### src/rtl/pipe_add_if.sv
// pipe_add_if: operand/result handshake bundle for pipe_add.
// master = the side that supplies operands and consumes results,
// slave  = the adder itself.
interface pipe_add_if #(
    parameter int WIDTH = 32
);
    // operand side
    logic             in_valid;
    logic             in_ready;
    logic [WIDTH-1:0] a;
    logic [WIDTH-1:0] b;
    logic             sub;
    logic             cin;

    // result side
    logic             out_valid;
    logic             out_ready;
    logic [WIDTH-1:0] sum;
    logic             cout;
    logic             ovf;
    logic             zero;

    modport master (
        output in_valid, a, b, sub, cin, out_ready,
        input  in_ready, out_valid, sum, cout, ovf, zero
    );

    modport slave (
        input  in_valid, a, b, sub, cin, out_ready,
        output in_ready, out_valid, sum, cout, ovf, zero
    );
endinterface

### src/rtl/pipe_add.sv
// pipe_add: pipelined WIDTH-bit adder/subtractor.
// The word is cut into STAGES chunks of CW bits; stage k adds chunk k using
// the carry registered by stage k-1. Each stage register holds one word whose
// low chunks are finished result bits and whose high chunks are still-pending
// operand bits, so operand skew and result de-skew fall out of the same
// register. The whole pipe advances together whenever the output can move.
// Optional: define PIPE_ADD_FLAGS_EN to build the ovf/zero flag logic;
// without it both flags are tied to 0.
module pipe_add #(
    parameter int WIDTH  = 32,
    parameter int STAGES = 4
) (
    input  logic      clk,
    input  logic      reset,
    pipe_add_if.slave bus
);
    localparam int CW   = WIDTH / STAGES;
    localparam int LAST = STAGES - 1;

    if (STAGES < 1 || (WIDTH % STAGES) != 0) begin : g_bad_params
        $error("pipe_add: WIDTH must be a positive integer multiple of STAGES");
    end

    // stage registers
    logic             valid_q [STAGES];
    logic             carry_q [STAGES];
    logic [WIDTH-1:0] x_q     [STAGES];  // result chunks <= k, pending a chunks > k
    logic [WIDTH-1:0] y_q     [STAGES];  // pending b chunks (already inverted for sub)

    // stage inputs and combinational results
    logic             valid_in  [STAGES];
    logic             carry_in  [STAGES];
    logic [WIDTH-1:0] x_in      [STAGES];
    logic [WIDTH-1:0] y_in      [STAGES];
    logic [WIDTH-1:0] x_nxt     [STAGES];
    logic             carry_nxt [STAGES];
    logic [CW:0]      part;

    logic advance;

    assign advance      = !valid_q[LAST] || bus.out_ready;
    assign bus.in_ready = advance;

    // Feed the new beat into stage 0 and each stage's registers into the next.
    always_comb begin
        // NOTE: every signal this block drives is assigned on every path, so no latch is inferred.
        valid_in[0] = bus.in_valid;
        x_in[0]     = bus.a;
        y_in[0]     = bus.sub ? ~bus.b : bus.b;
        carry_in[0] = bus.sub | bus.cin;
        for (int k = 1; k < STAGES; k++) begin
            valid_in[k] = valid_q[k-1];
            x_in[k]     = x_q[k-1];
            y_in[k]     = y_q[k-1];
            carry_in[k] = carry_q[k-1];
        end
    end

    // Each stage adds its own chunk and splices the result back into the word.
    always_comb begin
        part = '0;
        for (int k = 0; k < STAGES; k++) begin
            part = {1'b0, x_in[k][k*CW +: CW]}
                 + {1'b0, y_in[k][k*CW +: CW]}
                 + {{CW{1'b0}}, carry_in[k]};
            x_nxt[k]              = x_in[k];
            x_nxt[k][k*CW +: CW]  = part[CW-1:0];
            carry_nxt[k]          = part[CW];
        end
    end

    // Pipeline registers: all stages shift together when the output can move.
    always_ff @(posedge clk) begin
        if (reset) begin
            // NOTE: datapath registers are cleared as well as the valid bits because sum/cout must read 0 out of reset.
            for (int k = 0; k < STAGES; k++) begin
                valid_q[k] <= 1'b0;
                carry_q[k] <= 1'b0;
                x_q[k]     <= '0;
                y_q[k]     <= '0;
            end
        end else if (advance) begin
            // NOTE: non-blocking assignments so each stage captures its neighbour's pre-edge value.
            for (int k = 0; k < STAGES; k++) begin
                valid_q[k] <= valid_in[k];
                carry_q[k] <= carry_nxt[k];
                x_q[k]     <= x_nxt[k];
                y_q[k]     <= y_in[k];
            end
        end
    end

    assign bus.out_valid = valid_q[LAST];
    assign bus.sum       = x_q[LAST];
    assign bus.cout      = carry_q[LAST];

`ifdef PIPE_ADD_FLAGS_EN
    logic ovf_nxt;
    logic zero_nxt;
    logic ovf_q;
    logic zero_q;

    // Carry into the MSB is recovered as a_msb ^ b_msb ^ sum_msb of the last chunk.
    always_comb begin
        ovf_nxt  = (x_in[LAST][WIDTH-1] ^ y_in[LAST][WIDTH-1] ^ x_nxt[LAST][WIDTH-1])
                 ^ carry_nxt[LAST];
        zero_nxt = (x_nxt[LAST] == '0);
    end

    // Flags ride alongside the last stage register.
    always_ff @(posedge clk) begin
        if (reset) begin
            ovf_q  <= 1'b0;
            zero_q <= 1'b0;
        end else if (advance) begin
            ovf_q  <= ovf_nxt;
            zero_q <= zero_nxt;
        end
    end

    assign bus.ovf  = ovf_q;
    assign bus.zero = zero_q;
`else
    assign bus.ovf  = 1'b0;
    assign bus.zero = 1'b0;
`endif

endmodule

### src/flat_wrapper.sv
// flat-port wrapper written by rule: the top's interface ports become plain ports
module pipe_add_flat 
#(
    parameter int WIDTH  = 32,
    parameter int STAGES = 4
)
  (clk, reset, bus_in_valid, bus_a, bus_b, bus_sub, bus_cin, bus_out_ready, bus_in_ready, bus_out_valid, bus_sum, bus_cout, bus_ovf, bus_zero);
  pipe_add_if #(.WIDTH(WIDTH)) bus_i ();
  input  logic clk;
  input  logic reset;
  input wire logic [$bits(bus_i.in_valid)-1:0] bus_in_valid;
  input wire logic [$bits(bus_i.a)-1:0] bus_a;
  input wire logic [$bits(bus_i.b)-1:0] bus_b;
  input wire logic [$bits(bus_i.sub)-1:0] bus_sub;
  input wire logic [$bits(bus_i.cin)-1:0] bus_cin;
  input wire logic [$bits(bus_i.out_ready)-1:0] bus_out_ready;
  output wire logic [$bits(bus_i.in_ready)-1:0] bus_in_ready;
  output wire logic [$bits(bus_i.out_valid)-1:0] bus_out_valid;
  output wire logic [$bits(bus_i.sum)-1:0] bus_sum;
  output wire logic [$bits(bus_i.cout)-1:0] bus_cout;
  output wire logic [$bits(bus_i.ovf)-1:0] bus_ovf;
  output wire logic [$bits(bus_i.zero)-1:0] bus_zero;
  assign bus_i.in_valid = bus_in_valid;
  assign bus_i.a = bus_a;
  assign bus_i.b = bus_b;
  assign bus_i.sub = bus_sub;
  assign bus_i.cin = bus_cin;
  assign bus_i.out_ready = bus_out_ready;
  assign bus_in_ready = bus_i.in_ready;
  assign bus_out_valid = bus_i.out_valid;
  assign bus_sum = bus_i.sum;
  assign bus_cout = bus_i.cout;
  assign bus_ovf = bus_i.ovf;
  assign bus_zero = bus_i.zero;
  pipe_add #(.WIDTH(WIDTH), .STAGES(STAGES)) u_core (.clk(clk), .reset(reset), .bus(bus_i));
endmodule
### config.mk
export PLATFORM = sky130hd
export DESIGN_NAME = pipe_add_flat
export DESIGN_NICKNAME = d
export VERILOG_FILES = /design/src/rtl/pipe_add_if.sv /design/src/rtl/pipe_add.sv /design/src/flat_wrapper.sv
export SDC_FILE = /design/constraint.sdc
export NUM_CORES = 1
export LEC_CHECK = 0
export ABC_CLOCK_PERIOD_IN_PS = 7600
export CAP_MARGIN = 40
export CORE_MARGIN = 3
export CORE_UTILIZATION = 50
export DETAILED_ROUTE_END_ITERATION = 12
export PLACE_DENSITY = 0.76
export SLEW_MARGIN = 20
export SYNTH_ARGS = -nofsm -noshare
export SYNTH_HDL_FRONTEND = slang
export SYNTH_SLANG_ARGS = --single-unit
### constraint.sdc
create_clock -name clk -period 7.6 [get_ports clk]
set_input_delay 2.28 -clock clk [delete_from_list [all_inputs] [get_ports clk]]
set_output_delay 2.28 -clock clk [all_outputs]
set_load 0.01 [all_outputs]
==> results of run 1 <==
[state kept, by name, summed over array words and instances (netlist names)]
| name | flops |
|---|---|
| u_core.y_q | 48 |
| u_core.valid_q | 4 |
| u_core.carry_q | 4 |
| u_core.x_q | 128 |
[cells in the mapped netlist, drive strengths merged, types with 3 or more instances]
cell      n
a21o      4
a211oi    3
edfxtp  184
xnor2    32
or3       8
nand2    12
o21ai    13
nor2b     4
xor2     10
nor2     45
nor3b     3
and2    132
buf      21
ha       28
fa        8
o21a      6
o31a      5
inv      10
clkbuf    6
nor3      6
nand3     8
mux2i     5
o21bai    3
a21oi    12
[power breakdown]
group	switching, W	internal, W	leakage, nW
logic	0.000112	0.000128	1.62
registers	0.0000197	0.00120	2.18
clock network	0.000356	0.000483	0.269
[worst max-delay path, delay by kind of cell]
| family | cells | cell delay, ns |
|---|---|---|
| simple gates | 1 | 0.29 |
| buf+inv | 3 | 1.02 |
[cells by family after synthesis]
logic type	share of synthesized area [%]
compound gates	4.45
xor+xnor	4.45
fa+ha+maj	6.18
buf+inv	2.06
flops	66.9
mux	0.606
other cells	0.0454
simple gates	15.3
[cell type report]
type                       instances  area [µm²]  share of cell area, %
clock buffer                      20         437                   4.31
multi-input combinational        365        2580                   25.5
clock inverter                    12         128                   1.26
sequential                       184        5530                   54.5
timing repair buffer             111        1150                   11.4
inverter                          10        37.5                  0.370
tap                              216         270                   2.67
[through the flow]
step,utilization [%],cells
2_1_floorplan,-,586
3_3_place_gp,59.3,883
3_5_place_dp,59.6,885
4_1_cts,63.2,917
5_1_grt,63.3,918
6_report,63.3,918
[routing by layer]
metal | part of all wire [%] | vias up | global-route usage, %
met3 | 4.8 | 24 | 3.46
met5 | 0 | - | 0
met4 | 2.1 | 0 | 7.07
met2 | 51 | 113 | 26.6
li1 | - | 2266 | -
met1 | 42 | 2197 | 19.9
[worst paths after layout]
| kind | from | end | slack, ns | cells after the start |
|---|---|---|---|---|
| hold / removal | u_core.x_q[0][59] | u_core.x_q[0][91] | 0.51 | 1 |
| setup / recovery | bus_out_ready | bus_in_ready | 1.71 | 4 |
| hold reg to reg | u_core.x_q[0][59] | u_core.x_q[0][91] | 0.51 | 1 |
| setup reg to reg | u_core.y_q[0][48] | u_core.carry_q[0][2] | 5.03 | 6 |
==> results.rst, run 1 <==
.. list-table::
   :header-rows: 1

   * - Metric
     - Value
   * - Result of the run
     - finished clean
   * - Clk slew on worst S/H paths
     - 0.06 ns
   * - Required time of the critical path
     - 5.32 ns
   * - Total Die Area
     - 18100 µm²
   * - Worst-Margin Slew
     - 0.544 ns
   * - Share of synthesized area occupied by flip-flops and latches
     - 66.9%
   * - Number of pins with negative max-slew slack in the final report
     - 0
   * - Fraction of layout instances using a drive strength above 1
     - 6.13%
   * - Yosys warning count
     - 0
   * - CP endpoint kind
     - output port
   * - Cell area reported after detailed placement
     - 9540 µm²
   * - CP arrival
     - 3.61 ns
   * - Via count
     - 4600
   * - Layout filler cell count
     - 1216
   * - DRT iter0 DRCs
     - 369
   * - Yosys top cell area share
     - 66.9%
   * - Achievable Freq
     - 170 MHz
   * - Area of the core
     - 16000 µm²
   * - Post-Route WL
     - 13400 µm
   * - Worst Path Class, Setup
     - in -> out
   * - Mean area per synthesized cell
     - 14.1 µm²
   * - Distinct cell type count after synthesis
     - 41
   * - Number of antenna diodes
     - 0
   * - Post-synthesis cell count
     - 585
   * - DR pass1 iterations
     - 5
   * - Synth Cell Area
     - 8260 µm²
   * - Worst clock skew
     - 0.00621 ns
   * - Final Hold Slack
     - 0.512 ns
   * - Top-level port count
     - 107
   * - Setup repair after global routing missed its margin
     - no
   * - First-pass GRT wire length
     - 22400 µm
   * - Final RePlAce weighted congestion
     - 0.835
   * - Async S/R FF share, synth
     - 0%
   * - Post-DRT Antenna Nets
     - 0
   * - Layout overhead on the synthesized area
     - 22.7%
   * - Number of setup buffers added after CTS
     - 0
   * - Startpoint kind of the worst setup timing path
     - input port
   * - Cell at the root of the clock tree
     - sky130_fd_sc_hd__clkbuf_16
   * - Critical Path Slowest Stage Cell
     - sky130_fd_sc_hd__clkdlybuf4s50_1
   * - Count of final setup violators
     - 0
   * - Crit-path most repeated cell
     - sky130_fd_sc_hd__clkdlybuf4s50_1
   * - Power per unit of standard cell area
     - 227 nW/µm²
   * - Most common library cell in the layout ignoring fill and taps
     - sky130_fd_sc_hd__edfxtp_1
   * - Initial Util
     - 51.6%
   * - Number of buffers inserted by hold repair at cts
     - 0
   * - Max-cap check violation count
     - 0
   * - Cells taking the most area after synthesis
     - sky130_fd_sc_hd__edfxtp_1, sky130_fd_sc_hd__and2_1, sky130_fd_sc_hd__ha_1, sky130_fd_sc_hd__xnor2_1, sky130_fd_sc_hd__nor2_1
   * - DRC errors left
     - 0
   * - Worst vdd ir
     - 170 µV
   * - Top library cells by usage in the layout, fill and taps aside
     - sky130_fd_sc_hd__edfxtp_1, sky130_fd_sc_hd__and2_1, sky130_fd_sc_hd__clkdlybuf4s50_1
   * - CP Max Fanout
     - 9
   * - Die extent in x
     - 135 µm
   * - TritonCTS sink count
     - 184
   * - Placed wire-length estimate
     - 8930 µm
   * - Most common flop cell mapped by yosys
     - sky130_fd_sc_hd__edfxtp_1
   * - Total CTS buffers
     - 17
   * - Global-route total usage across every layer
     - 15.8%
   * - Part of the cycle the worst path needs
     - 77.5%
   * - Vias per std cell
     - 5.01
   * - Final critical delay including setup and external delays
     - 5.89 ns
   * - Post-placement setup slack
     - 1.70 ns
   * - Worst-Skew Late Latency
     - 0.42 ns
   * - Routed WL per cell
     - 14.6 µm
   * - Path class of the lowest-slack min-delay path
     - reg -> reg
   * - Worst Slack Setup Final
     - 1.71 ns
   * - Number of flip-flops and latches in the synthesized netlist
     - 184
   * - Pin count of the biggest net entering global routing
     - 94
   * - Summed area of non-filler cells in the final layout
     - 10100 µm²
   * - Initial antenna violation count
     - 0
   * - Cell type with the highest aggregate area in the netlist
     - sky130_fd_sc_hd__edfxtp_1
   * - PortBufs
     - 104
   * - Max H-tree Level
     - 4
   * - Static power due to leakage
     - 4.07 nW
   * - Remaining global-route overflow
     - 0
   * - Number of hold-slack violations in the final timing report
     - 0
   * - Critical path's largest stage delay
     - 0.48 ns
   * - Number of global-route vias before repair
     - 4717
   * - Max clock buf depth
     - 2
   * - Number of placement rows
     - 46
   * - Total power draw
     - 0.00230 W
   * - Count of flip-flops with a built-in enable after synthesis
     - 184
   * - Number of nets in the layout
     - 795
   * - Total negative setup slack
     - 0 ns
   * - Slew Limit Headroom
     - 63.7%
   * - Chain of cells forming the critical path
     - clkdlybuf4s50_1, nor2b_4, inv_1, clkdlybuf4s50_1
   * - Cts repair resizes
     - 0
   * - Clock tree from TritonCTS
     - done
   * - Die span in y
     - 135 µm
(Power assumes the default switching activity.)
==> run 2: changes to the inputs <==
--- a/config.mk
+++ b/config.mk
@@ -5,12 +5,12 @@
 export SDC_FILE = /design/constraint.sdc
 export NUM_CORES = 1
 export LEC_CHECK = 0
-export ABC_CLOCK_PERIOD_IN_PS = 7600
+export ABC_CLOCK_PERIOD_IN_PS = 6000
 export CAP_MARGIN = 40
 export CORE_MARGIN = 3
 export CORE_UTILIZATION = 50
 export DETAILED_ROUTE_END_ITERATION = 12
-export PLACE_DENSITY = 0.76
+export PLACE_DENSITY = 0.73
 export SLEW_MARGIN = 20
 export SYNTH_ARGS = -nofsm -noshare
 export SYNTH_HDL_FRONTEND = slang
==> constraint.sdc (replaced) <==
create_clock -name clk -period 6 [get_ports clk]
set_input_delay 1.8 -clock clk [delete_from_list [all_inputs] [get_ports clk]]
set_output_delay 1.8 -clock clk [all_outputs]
set_load 0.01 [all_outputs]
==> results.rst, run 2 (synthesis gave the netlist of run 1 again) <==
.. list-table::
   :header-rows: 1

   * - Metric
     - Value
   * - PortBufs
     - 104
   * - Die extent in x
     - 135 µm
   * - Number of flip-flops in the largest register
     - 128
   * - Total Die Area
     - 18100 µm²
   * - Static power due to leakage
     - 4.04 nW
   * - Number of placement rows
     - 46
   * - Cell at the root of the clock tree
     - sky130_fd_sc_hd__clkbuf_16
   * - Hold Path Depth
     - 1
   * - Worst vdd ir
     - 236 µV
   * - Max H-tree Level
     - 4
   * - CP arrival
     - 3.11 ns
   * - Layout overhead on the synthesized area
     - 22.1%
   * - DRT iter0 DRCs
     - 221
   * - Hold path startpoint
     - u_core.x_q[0][6]
   * - Cts repair resizes
     - 0
   * - FF-to-FF setup slack
     - 3.53 ns
   * - First-pass GRT wire length
     - 21300 µm
   * - Initial Util
     - 51.6%
   * - Achievable Freq
     - 203 MHz
   * - Final RePlAce weighted congestion
     - 0.861
   * - Top-level port count
     - 107
   * - Via count
     - 4599
   * - Path class of the lowest-slack min-delay path
     - reg -> reg
   * - Initial antenna violation count
     - 0
   * - Registers with the highest flip-flop counts
     - u_core.x_q: 128 flops, u_core.y_q: 48 flops
   * - Placed wire-length estimate
     - 8590 µm
   * - Remaining global-route overflow
     - 0
   * - Worst Hold End
     - u_core.x_q[0][38]
   * - Final critical delay including setup and external delays
     - 4.91 ns
   * - Pin count of the biggest net entering global routing
     - 103
   * - Number of global-route vias before repair
     - 4444
   * - Required time of the critical path
     - 4.20 ns
   * - Clock power frac
     - 36.4%
   * - Number of hold-slack violations in the final timing report
     - 0
   * - Largest register by flop count
     - u_core.x_q
   * - Slew Limit Headroom
     - 47.5%
   * - Number of nets in the layout
     - 793
   * - Max clock buf depth
     - 2
   * - DRC errors left
     - 0
   * - Clk slew on worst S/H paths
     - 0.06 ns
   * - Net switching power of the design
     - 0.000610 W
   * - Routed WL per cell
     - 14.2 µm
   * - Total power draw
     - 0.00289 W
   * - Sequential group share of total power
     - 53.3%
   * - Combinational cell fraction of total power
     - 10.3%
   * - DR pass1 iterations
     - 5
   * - Number of antenna diodes
     - 0
   * - Global-route total usage across every layer
     - 14.9%
   * - Summed area of non-filler cells in the final layout
     - 10100 µm²
   * - Number of buffers inserted by hold repair at cts
     - 0
   * - Number of pins with negative max-slew slack in the final report
     - 0
   * - Number of setup buffers added after CTS
     - 0
   * - R2R cell count
     - 6
   * - Total CTS buffers
     - 17
   * - Worst-Skew Late Latency
     - 0.42 ns
   * - Worst clock skew
     - 0.0187 ns
   * - End-of-flow core utilization
     - 63.0%
   * - Most common library cell in the layout ignoring fill and taps
     - sky130_fd_sc_hd__edfxtp_1
   * - Worst Path Class, Setup
     - in -> out
   * - Die span in y
     - 135 µm
   * - Post-DRT Antenna Nets
     - 0
   * - Post-Route WL
     - 13000 µm
   * - Top library cells by usage in the layout, fill and taps aside
     - sky130_fd_sc_hd__edfxtp_1, sky130_fd_sc_hd__and2_1, sky130_fd_sc_hd__clkdlybuf4s50_1
   * - Internal power consumption
     - 0.00228 W
   * - Max-cap check violation count
     - 0
   * - Startpoint of the lowest-slack register-to-register path
     - u_core.y_q[0][48]
   * - Net Sw Frac
     - 21.1%
   * - Setup repair after global routing missed its margin
     - no
   * - Fraction of layout instances using a drive strength above 1
     - 5.87%
   * - Total negative setup slack
     - 0 ns
   * - Cell area reported after detailed placement
     - 9530 µm²
   * - Count of final setup violators
     - 0
   * - Crit Reg-Reg Endpoint
     - u_core.carry_q[0][2]
   * - Startpoint kind of the worst setup timing path
     - input port
   * - CP endpoint kind
     - output port
   * - CP Max Fanout
     - 9
   * - Part of the cycle the worst path needs
     - 81.9%
   * - TritonCTS sink count
     - 184
   * - Clock tree from TritonCTS
     - done
   * - Worst-Margin Slew
     - 0.787 ns
   * - Area of the core
     - 16000 µm²
   * - Vias per std cell
     - 5.03
   * - Result of the run
     - finished clean
   * - Power per unit of standard cell area
     - 287 nW/µm²
## run 2: cell types whose count changed in the layout (fill, tap and decap cells not counted)
| cell | previous run | this run |
|---|---|---|
| sky130_fd_sc_hd__clkinv_4 | 3 | 1 |
| sky130_fd_sc_hd__clkinvlp_4 | 2 | 4 |
| sky130_fd_sc_hd__buf_16 | 2 | 0 |
| sky130_fd_sc_hd__inv_6 | 1 | 2 |
| sky130_fd_sc_hd__clkbuf_1 | 3 | 1 |
| sky130_fd_sc_hd__buf_4 | 3 | 2 |
| sky130_fd_sc_hd__buf_12 | 2 | 3 |
| sky130_fd_sc_hd__clkinv_2 | 2 | 1 |
## run 2: worst max path at each step
stage	depth (start not counted)	slack, ns	from	end
after floorplan	1	1.39	reset	u_core.carry_q[0][0]
after global placement	4	1.07	bus_out_ready	bus_in_ready
after detailed placement	4	1.07	bus_out_ready	bus_in_ready
after CTS	4	1.07	bus_out_ready	bus_in_ready
after global routing	4	1.04	bus_out_ready	bus_in_ready
final	4	1.09	bus_out_ready	bus_in_ready
## run 2: power by group through the flow
stage / Sequential, W / Combinational [W] / Clock [W]
after floorplan: 0.00157 / 0.000177 / 0
after global placement: 0.00157 / 0.000286 / 0
after detailed placement: 0.00157 / 0.000299 / 0
after CTS: 0.00154 / 0.000300 / 0.00107
after global routing: 0.00155 / 0.000331 / 0.00112
final: 0.00154 / 0.000297 / 0.00105
## run 2: worst max-delay path, cell delays in order
cell	delay, ns
sky130_fd_sc_hd__clkdlybuf4s50_1	0.47
sky130_fd_sc_hd__nor2b_4	0.30
sky130_fd_sc_hd__inv_1	0.07
sky130_fd_sc_hd__clkdlybuf4s50_1	0.48
## run 2: metrics by stage
step	hold WS, ns	setup WS, ns	std cells
after floorplan	0.497	1.39	586
after global placement	0.499	1.07	883
after detailed placement	0.503	1.07	884
after CTS	0.517	1.07	914
after global routing	0.531	1.04	914
final	0.513	1.09	914
## run 2: cell type report
| cell class | count | area (µm²) |
|---|---|---|
| Fill cell | 1229 | 5920 |
| Tap cell | 216 | 270 |
| Inverter | 10 | 37.5 |
| Timing Repair Buffer | 109 | 1110 |
| Clock buffer | 18 | 429 |
| Sequential cell | 184 | 5530 |
| Multi-Input combinational cell | 365 | 2580 |
| Clock inverter | 12 | 129 |
## run 2: layer usage
| metal | vias to the layer above | global-route usage, % | wire [µm] |
|---|---|---|---|
| met5 | - | 0 | 0 |
| met2 | 132 | 25.6 | 6760 |
| met1 | 2194 | 18.7 | 5470 |
| met4 | 0 | 5.66 | 61 |
| met3 | 4 | 3.35 | 715 |
| li1 | 2269 | - | - |
==> run 3: changes to the inputs <==
--- a/config.mk
+++ b/config.mk
@@ -5,12 +5,12 @@
 export SDC_FILE = /design/constraint.sdc
 export NUM_CORES = 1
 export LEC_CHECK = 0
-export ABC_CLOCK_PERIOD_IN_PS = 6000
+export ABC_CLOCK_PERIOD_IN_PS = 4300
 export CAP_MARGIN = 40
 export CORE_MARGIN = 3
 export CORE_UTILIZATION = 50
 export DETAILED_ROUTE_END_ITERATION = 12
-export PLACE_DENSITY = 0.73
+export PLACE_DENSITY = 0.76
 export SLEW_MARGIN = 20
 export SYNTH_ARGS = -nofsm -noshare
 export SYNTH_HDL_FRONTEND = slang
==> constraint.sdc (replaced) <==
create_clock -name clk -period 4.3 [get_ports clk]
set_input_delay 1.29 -clock clk [delete_from_list [all_inputs] [get_ports clk]]
set_output_delay 1.29 -clock clk [all_outputs]
set_load 0.01 [all_outputs]
==> results.rst, run 3 (synthesis gave the netlist of run 1 again) <==
.. list-table::
   :header-rows: 1

   * - Metric
     - Value
   * - Worst-Margin Slew
     - 0.575 ns
   * - Most common library cell in the layout ignoring fill and taps
     - sky130_fd_sc_hd__edfxtp_1
   * - TritonCTS sink count
     - 184
   * - Count of final setup violators
     - 0
   * - Net Sw Frac
     - 21.7%
   * - Routed WL per cell
     - 14.9 µm
   * - Final critical delay including setup and external delays
     - 3.73 ns
   * - Net switching power of the design
     - 0.000907 W
   * - Layout overhead on the synthesized area
     - 23.3%
   * - Max clock buf depth
     - 2
   * - Initial Util
     - 51.6%
   * - Result of the run
     - finished clean
   * - Number of flip-flops in the largest register
     - 128
   * - Worst vdd ir
     - 330 µV
   * - Clock tree from TritonCTS
     - done
   * - DR pass1 iterations
     - 4
   * - Clk slew on worst S/H paths
     - 0.06 ns
   * - Combinational cell fraction of total power
     - 10.0%
   * - Startpoint kind of the worst setup timing path
     - input port
   * - Number of antenna diodes
     - 0
   * - Worst Path Class, Setup
     - in -> out
   * - Power per unit of standard cell area
     - 410 nW/µm²
   * - Sequential group share of total power
     - 51.6%
   * - Final RePlAce weighted congestion
     - 0.839
   * - Number of hold-slack violations in the final timing report
     - 0
   * - Number of buffers inserted by hold repair at cts
     - 0
   * - Static power due to leakage
     - 4.09 nW
   * - Die span in y
     - 135 µm
   * - Required time of the critical path
     - 3.01 ns
   * - Area of the core
     - 16000 µm²
   * - Initial antenna violation count
     - 0
   * - Number of placement rows
     - 46
   * - Remaining global-route overflow
     - 0
   * - Number of global-route vias before repair
     - 4689
   * - Clock power frac
     - 38.4%
   * - Max-cap check violation count
     - 0
   * - Part of the cycle the worst path needs
     - 86.7%
   * - Number of setup buffers added after CTS
     - 0
   * - Largest register by flop count
     - u_core.x_q
   * - Fraction of layout instances using a drive strength above 1
     - 6.70%
   * - Placed wire-length estimate
     - 8770 µm
   * - Global-route total usage across every layer
     - 15.8%
   * - Cell at the root of the clock tree
     - sky130_fd_sc_hd__clkbuf_16
   * - PortBufs
     - 104
   * - Total negative setup slack
     - 0 ns
   * - Die extent in x
     - 135 µm
   * - Post-DRT Antenna Nets
     - 0
   * - Number of nets in the layout
     - 795
   * - Top library cells by usage in the layout, fill and taps aside
     - sky130_fd_sc_hd__edfxtp_1, sky130_fd_sc_hd__and2_1, sky130_fd_sc_hd__clkdlybuf4s50_1
   * - CP arrival
     - 2.44 ns
   * - Slew Limit Headroom
     - 61.6%
   * - Vias per std cell
     - 5.01
   * - DRT iter0 DRCs
     - 335
   * - Number of pins with negative max-slew slack in the final report
     - 0
   * - DRC errors left
     - 0
   * - Via count
     - 4601
   * - Total power draw
     - 0.00417 W
   * - Layout filler cell count
     - 1182
   * - Internal power consumption
     - 0.00327 W
   * - Worst-Skew Late Latency
     - 0.42 ns
   * - Pin count of the biggest net entering global routing
     - 143
   * - Total CTS buffers
     - 17
   * - First-pass GRT wire length
     - 22500 µm
   * - Registers with the highest flip-flop counts
     - u_core.x_q: 128 flops, u_core.y_q: 48 flops
   * - Achievable Freq
     - 268 MHz
   * - Path class of the lowest-slack min-delay path
     - reg -> reg
   * - Total Die Area
     - 18100 µm²
   * - Worst clock skew
     - 0.00897 ns
   * - Final Hold Slack
     - 0.518 ns
   * - Max H-tree Level
     - 4
   * - CP endpoint kind
     - output port
   * - Post-Route WL
     - 13700 µm
   * - Cts repair resizes
     - 0
   * - FF-to-FF setup slack
     - 1.74 ns
   * - Top-level port count
     - 107
   * - Setup repair after global routing missed its margin
     - no
   * - CP Max Fanout
     - 2
## run 3: per-stage QoR
stage	setup WS (ns)	instances	util, %	cell area [µm²]
after floorplan	0.199	586	-	8270
after global placement	0.563	885	59.7	9550
after detailed placement	0.565	886	59.8	9570
after CTS	0.565	918	63.7	10200
after global routing	0.526	918	63.7	10200
final	0.574	918	63.7	10200
## run 3: critical path, stage by stage
cell	delay (ns)
sky130_fd_sc_hd__clkdlybuf4s50_1	0.50
sky130_fd_sc_hd__nor2b_4	0.06
sky130_fd_sc_hd__inv_1	0.05
sky130_fd_sc_hd__clkdlybuf4s50_1	0.53
## run 3: per-layer routing
| layer | GRT usage [%] | vias to the layer above | wire length, µm |
|---|---|---|---|
| li1 | - | 2269 | - |
| met1 | 20.1 | 2177 | 6000 |
| met2 | 26.6 | 128 | 6810 |
| met3 | 3.43 | 27 | 530 |
| met4 | 6.67 | 0 | 329 |
| met5 | 0 | - | 0 |
## run 3: path summary, 6_finish.rpt
check,start,endpoint,cells past startpoint
hold reg to reg,u_core.y_q[0][21],u_core.y_q[0][53],1
hold / removal,u_core.y_q[0][21],u_core.y_q[0][53],1
setup reg to reg,u_core.y_q[0][48],u_core.carry_q[0][2],6
setup / recovery,bus_out_ready,bus_in_ready,4
## run 3: final cells by class
cell class	instances	area (µm²)	area share, %
inverter	10	37.5	0.369
sequential	184	5530	54.2
clock inverter	15	195	1.92
timing repair buffer	111	1150	11.3
clock buffer	17	425	4.18
multi-input combinational	365	2580	25.3
tap	216	270	2.65
## run 3: power groups by stage
stage          logic, W  clock network, W  registers, W
5_1_grt        0.000465           0.00171       0.00216
3_3_place_gp   0.000397                 0       0.00219
3_5_place_dp   0.000416                 0       0.00219
6_report       0.000419           0.00160       0.00215
2_1_floorplan  0.000247                 0       0.00219
4_1_cts        0.000420           0.00163       0.00215
